$ cat src/rtl/sub_result_fifo.sv
// Result FIFO for an 8-bit subtractor: stores diff/borrow plus zero/neg flags, first-word-fall-through head, 0-cycle read latency.
// Backpressure: in_ready drops only when full (registered); optional rejected-push counter under SUB_RESULT_FIFO_DROP_CNT_EN.
module sub_result_fifo #(
  parameter int WIDTH = 8,
  parameter int DEPTH = 4
) (
  input  logic                     clk,
  input  logic                     rst,
  input  logic [WIDTH-1:0]         diff_in,
  input  logic                     borrow_in,
  input  logic                     in_valid,
  output logic                     in_ready,
  output logic                     out_valid,
  input  logic                     out_ready,
  output logic [WIDTH-1:0]         out_diff,
  output logic                     out_borrow,
  output logic                     out_zero,
  output logic                     out_neg,
  output logic [$clog2(DEPTH):0]   count
`ifdef SUB_RESULT_FIFO_DROP_CNT_EN
  ,
  output logic [7:0]               drop_cnt
`endif
);

  localparam int AW = $clog2(DEPTH);
  localparam int CW = AW + 1;

  typedef struct packed {
    logic [WIDTH-1:0] diff;
    logic             borrow;
    logic             zero;
    logic             neg;
  } entry_t;

  entry_t          mem_q [DEPTH];
  entry_t          wr_entry;
  entry_t          head;
  logic [AW-1:0]   wr_ptr_q, wr_ptr_d;
  logic [AW-1:0]   rd_ptr_q, rd_ptr_d;
  logic [CW-1:0]   count_q, count_d;
  logic            push;
  logic            pop;

  // Handshake qualifiers derive from registered count only, so out_ready never reaches in_ready.
  assign in_ready  = (count_q != CW'(DEPTH));
  assign out_valid = (count_q != '0);
  assign push      = in_valid && in_ready && !rst;
  assign pop       = out_valid && out_ready && !rst;

  always_comb begin
    wr_entry        = '0;
    wr_entry.diff   = diff_in;
    wr_entry.borrow = borrow_in;
    wr_entry.zero   = (diff_in == '0);
    wr_entry.neg    = diff_in[WIDTH-1];
  end

  always_comb begin
    wr_ptr_d = wr_ptr_q;
    rd_ptr_d = rd_ptr_q;
    count_d  = count_q;
    if (push) begin
      wr_ptr_d = wr_ptr_q + AW'(1);
    end
    if (pop) begin
      rd_ptr_d = rd_ptr_q + AW'(1);
    end
    count_d = count_q + CW'(push) - CW'(pop);
  end

  always_ff @(posedge clk) begin
    if (rst) begin
      wr_ptr_q <= '0;
      rd_ptr_q <= '0;
      count_q  <= '0;
    end else begin
      wr_ptr_q <= wr_ptr_d;
      rd_ptr_q <= rd_ptr_d;
      count_q  <= count_d;
    end
  end

  // Storage is deliberately not reset; the output mux hides stale contents when empty.
  always_ff @(posedge clk) begin
    if (push) begin
      mem_q[wr_ptr_q] <= wr_entry;
    end
  end

  always_comb begin
    head       = mem_q[rd_ptr_q];
    out_diff   = '0;
    out_borrow = 1'b0;
    out_zero   = 1'b0;
    out_neg    = 1'b0;
    if (out_valid) begin
      out_diff   = head.diff;
      out_borrow = head.borrow;
      out_zero   = head.zero;
      out_neg    = head.neg;
    end
  end

  assign count = count_q;

`ifdef SUB_RESULT_FIFO_DROP_CNT_EN
  logic [7:0] drop_cnt_q, drop_cnt_d;

  always_comb begin
    drop_cnt_d = drop_cnt_q;
    if (in_valid && !in_ready && (drop_cnt_q != 8'hFF)) begin
      drop_cnt_d = drop_cnt_q + 8'd1;
    end
  end

  always_ff @(posedge clk) begin
    if (rst) begin
      drop_cnt_q <= '0;
    end else begin
      drop_cnt_q <= drop_cnt_d;
    end
  end

  assign drop_cnt = drop_cnt_q;
`endif

endmodule

$ cat config.mk
export PLATFORM = sky130hd
export DESIGN_NAME = sub_result_fifo
export DESIGN_NICKNAME = d
export VERILOG_FILES = /design/src/rtl/sub_result_fifo.sv
export SDC_FILE = /design/constraint.sdc
export NUM_CORES = 1
export LEC_CHECK = 0
export CORE_ASPECT_RATIO = 0.6
export CORE_MARGIN = 2
export CORE_UTILIZATION = 35
export DETAILED_ROUTE_END_ITERATION = 16
export SKIP_LAST_GASP = 1
export SYNTH_ARGS = -nofsm -noshare
export SYNTH_HDL_FRONTEND = slang
export SYNTH_SLANG_ARGS = --single-unit
$ cat constraint.sdc
create_clock -name clk -period 3.2 [get_ports clk]
set_input_delay 0.48 -clock clk [delete_from_list [all_inputs] [get_ports clk]]
set_output_delay 0.48 -clock clk [all_outputs]
set_load 0.005 [all_outputs]
# --- Word level (Yosys, flattened, before mapping) ---
# Memory sizes are Yosys's and may differ from the RTL's. A register that Yosys moved wholly into a read port is not among the register bits.
# Index checks and enable logic that the tools add are counted.
# W data, S select, Z words.
word_totals:
  ff_bits: 7
  mem_bits_rw: 44
  input_bits: 13
  out_inout_bits: 16
  elab_cells: 24
  mem_count: 1
classes:
  n_addsub: 4
  n_eq_ne: 1
  n_mux: 8
  n_reduce_logical: 7
memory_table:
  columns: ["name", "words", "word_bits", "read_ports", "rd_clocked_by_memory_dff", "wr", "line", "rtl"]
  rows:
  - ["mem_q", 4, 11, 1, 1, 1, "36", "entry_t mem_q [DEPTH];"]
op_table:
  columns: ["operator", "n"]
  rows:
  - ["$logic_not A8 Y1", 1]
  - ["$mux W8", 1]
  - ["$mux W1", 5]
  - ["$add A2 B1 Y2 const B", 2]
  - ["$logic_and A1 B1 Y1", 4]
  - ["$mux W2", 2]
  - ["$add A3 B1 Y3", 1]
  - ["$ne A3 B3 Y1 const B", 1]
  - ["$reduce_bool A3 Y1", 1]
  - ["$sub A3 B1 Y3", 1]
  - ["$logic_not A1 Y1", 1]

# --- Logic depth before layout (Yosys ltp) ---
depth:
  word_depth: 5
  ltp_mapped: 11
  ltp_nobuf: 11

# --- Worst setup path after synthesis ---
# Ideal clock, no wire load.
synth_path:
  kind: "input -> register"
  startpoint: "input rst"
  endpoint: "register count_q[2], in the netlist count[2]"
  setup_ps: 78
  t_arrival_ps: 2291
  required_time_ps: 3122
  path_slack_ps: 831
  cell_stages: 11
  path_buffers: 1
  path_cell_list: "clkbuf_1 > nor3_1 > inv_1 > ha_1 > inv_1 > ha_1 > inv_1 > fa_1 > xor2_1 > and2_1 > nor3_1"
synth_via:
  elab_chain_len: 4
  word_cells_on_any_way: 5
  classes_between: "2 x add/sub; 3 x reduce/logical"
synth_rtl:
  columns: ["element", "line", "rtl"]
  rows:
  - ["from (decl)", "8", "input logic rst,"]
  - ["$logic_not A1 Y1", "48, 49", null]
  - ["$logic_and A1 B1 Y1", "48", "assign push = in_valid && in_ready && !rst;"]
  - ["$add A3 B1 Y3", "69", "count_d = count_q + CW'(push) - CW'(pop);"]
  - ["$sub A3 B1 Y3", "69", null]
  - ["to (signal assigned)", "80", "count_q <= count_d;"]
  - ["to (decl)", "41", "logic [CW-1:0] count_q, count_d;"]
# Parallel ways exist; a longest one is shown, timed or not.
# A chain may end at the register's enable or synchronous reset.

# --- Final worst setup path ---
layout_path:
  startpoint: "input in_valid"
  endpoint: "register count_q[2], in the netlist count[2]"
layout_via:
  elab_chain_len: 4
layout_rtl:
  columns: ["element", "line", "rtl"]
  rows:
  - ["from (decl)", "11", "input logic in_valid,"]
  - ["$logic_and A1 B1 Y1 (2 in a row)", "48", null]
  - ["$add A3 B1 Y3", "69", null]
  - ["$sub A3 B1 Y3", "69", null]
# No other way between the ends.

==> flow_summary.json <==
{
  "io-pin-count": 29,
  "setup_viol": 0,
  "worstMarginPinSlew_ns": 0.573,
  "end_kind": "register",
  "drt-total-wl_um": 3510,
  "synth_seq_cells": 49,
  "ys_warn_count": 0,
  "fp.coreArea_mm2": 0.00560,
  "tritoncts": "yes",
  "grt_antenna_before_repair": 0,
  "htree_levels": 2,
  "crit_path_max_fanout": 5,
  "reg2reg_from": "count[1]",
  "synth.distinct_cells": 26,
  "fin_crit_ns": 2.65,
  "clkTransAtPathRegs_ns": 0.08,
  "pwr-share-comb_pct": 33.9,
  "dr.pass1.iters": 4,
  "synth_fa_ha_area_share_pct": 4.68,
  "power_density_mw_per_mm2": 744,
  "cts_hold_buf": 0,
  "grt_pass1_vias": 1167,
  "hpwl_um": 2410,
  "area_growth_pct": 23.9,
  "dieWidth_um": 102,
  "nets": 173,
  "synth-compound-area-share_pct": 1.85,
  "clock-sinks": 49,
  "ys_seq_area_share_pct": 68.0,
  "swShare_pct": 27.5,
  "hp-class": "register to register",
  "dieArea_mm2": 0.00645,
  "drtIter0Drc": 28,
  "grt_max_degree": 17,
  "p_seq_share_pct": 42.6,
  "postPlaceCellArea_mm2": 0.00240,
  "fin_skew_ns": 0.00590,
  "synthMuxAreaShare_pct": 11.1,
  "rsz0062_at_grt": "no",
  "worstHoldStart": "rd_ptr_q[1]",
  "synthCells": 120,
  "die_y_um": 63.0,
  "syn-num-nets": 140,
  "drive_gt1_share_pct": 16.9,
  "numCtsBuffers": 5,
  "n_antenna_cell": 0,
  "dp_cells": 226,
  "power_leakage_uw": 0.000846,
  "drt-wirelength-per-cell_um": 15.0,
  "path_class": "primary input to register",
  "worstSetupStartpointType": "primary input",
  "cts_resized": 0,
  "fin_area_mm2": 0.00252,
  "cts_setup_buffers": 0,
  "regToRegEndpoint": "count[2]",
  "vias_per_cell": 4.62,
  "setup-tns-final_ns": 0,
  "relSlewSlack_pct": 61.8,
  "grt_pass1_wl_um": 5740,
  "synth_area_mm2": 0.00203,
  "clock.fmax_ghz": 0.377,
  "whs_path_depth": 2,
  "clkLatencyLatePin_ns": 0.30,
  "initial_core_util_pct": 36.3,
  "gr-total-overflow": 0,
  "vdd_drop_max_mv": 0.244,
  "num_vias": 1080,
  "hold_viol": 0,
  "ant_nets": 0,
  "grt.total_usage_pct": 12.4,
  "routabilityCongestion": 0.772,
  "rrSetupSlack_ns": 0.74,
  "io_buffers": 28,
  "internal_power_uw": 1360,
  "root_buffer": "clkbuf_8",
  "r2r_cells": 11,
  "power.switching_uw": 514,
  "yosys.area_share.simple_pct": 10.5,
  "cts_buffer_depth": 2,
  "outcome": "finished clean",
  "synth-xor-area-share_pct": 0.862,
  "syn_area_per_cell_um2": 16.9,
  "max-cap-violations": 0,
  "finalCritPeriodShare_pct": 82.8,
  "worstPathRequired_ns": 3.42,
  "num_rows": 21,
  "drc": 0,
  "clkPwrFrac_pct": 23.4,
  "final_cells": 234,
  "synth_top_family_by_area": "multiplexers",
  "maxSlewViolCount": 0,
  "arrival_ns": 2.87
}
-- how the worst max path moves through the flow --
stage               cells after the start  startpoint  slack [ns]       end
finish                                 12    in_valid        0.55  count[2]
global route                           12    in_valid        0.34  count[2]
CTS                                    12    in_valid        0.53  count[2]
detailed placement                     12    in_valid        0.22  count[2]
global placement                       12    in_valid        0.34  count[2]
floorplan                              11         rst        0.83  count[2]
-- final cells by class --
cell class / instances / area, um2
Fill cell: 484 / 3080
Sequential cell: 49 / 1380
Multi-Input combinational cell: 58 / 588
Timing Repair Buffer: 31 / 303
Tap cell: 80 / 100
Clock buffer: 5 / 68.8
Clock inverter: 3 / 46.3
Inverter: 8 / 30.0
-- per-stage QoR --
| stage | worst slack [ns] | hold WS, ns | power [uW] | utilization (%) |
|---|---|---|---|---|
| after floorplan | 0.831 | 0.459 | 1160 | - |
| after global placement | 0.344 | 0.467 | 1440 | 42.9 |
| after detailed placement | 0.217 | 0.485 | 1460 | 42.9 |
| after CTS | 0.532 | 0.497 | 1890 | 45.0 |
| after global routing | 0.339 | 0.531 | 1980 | 45.0 |
| final | 0.550 | 0.498 | 1870 | 45.0 |
-- synth_stat cells --
cell / number / area share, %
fa_1: 1 / 0.99
nor2b_1: 8 / 2.5
or3_1: 1 / 0.31
o31ai_1: 1 / 0.37
xor2_1: 2 / 0.86
and2_1: 5 / 1.5
nor2b_4: 3 / 2.0
ha_1: 6 / 3.7
nand3_1: 2 / 0.49
or4_1: 2 / 0.74
nand2_1: 1 / 0.18
o21ai_0: 3 / 0.74
nor3_2: 1 / 0.49
buf_2: 1 / 0.25
nor3_1: 2 / 0.49
clkbuf_2: 1 / 0.25
clkbuf_1: 1 / 0.18
dfxtp_1: 9 / 8.9
buf_6: 1 / 0.55
edfxtp_1: 40 / 59
inv_1: 8 / 1.5
mux4_2: 10 / 11
nor3b_2: 1 / 0.62
a21oi_1: 3 / 0.74
buf_4: 1 / 0.37
nor2_1: 6 / 1.1
-- cells in the final DEF, fill, tap and decap left out, types with 3 or more instances in the layout --
| cell type | Yosys | layout |
|---|---|---|
| a21oi_1 | 3 | 3 |
| dfxtp_1 | 9 | 9 |
| nor2b_1 | 8 | 8 |
| mux4_2 | 10 | 10 |
| buf_4 | 1 | 3 |
| nor2_1 | 6 | 6 |
| clkdlybuf4s50_1 | 0 | 28 |
| and2_1 | 5 | 5 |
| inv_1 | 8 | 8 |
| edfxtp_1 | 40 | 40 |
| o21ai_0 | 3 | 3 |
| clkbuf_8 | 0 | 5 |
| nor2b_4 | 3 | 3 |
| ha_1 | 6 | 6 |
-- cells by family (layout without fill, tap and decap cells) --
logic type	Yosys count	after routing
DFF	49	49
and+or+nand+nor	32	32
buffers and inverters	13	47
muxes	10	10
adders and majority gates	7	7
AOI/OAI and AO/OA	7	7
xor gates and xnor gates	2	2
-- critical path, cell delays in order --
cell and delay, ns:
clkdlybuf4s50_1 0.51, inv_1 0.08, nor3_1 0.36, inv_1 0.09, ha_1 0.30, inv_1 0.06, ha_1 0.12, inv_1 0.04
fa_1 0.36, xor2_1 0.16, and2_1 0.17, nor3_1 0.13
-- sequential cells by signal, indices dropped and copies added (netlist names), named ones only --
name,count
mem_q,40
rd_ptr_q,2
wr_ptr_q,2
count,3
-- layer usage --
layer  track usage [%]  part of all wire, %
met4              3.83                 0.46
met1              16.0                   47
met5                 0                    0
met3              4.03                  4.8
met2              19.8                   47
-- power groups by stage --
stage / combinational [uW] / sequential (uW) / clock (uW)
after global placement: 635 / 809 / 0
final: 636 / 798 / 439
after detailed placement: 648 / 814 / 0
after global routing: 698 / 807 / 471
after CTS: 651 / 798 / 446
after floorplan: 366 / 798 / 0
Power figures use the tool's default switching activity.
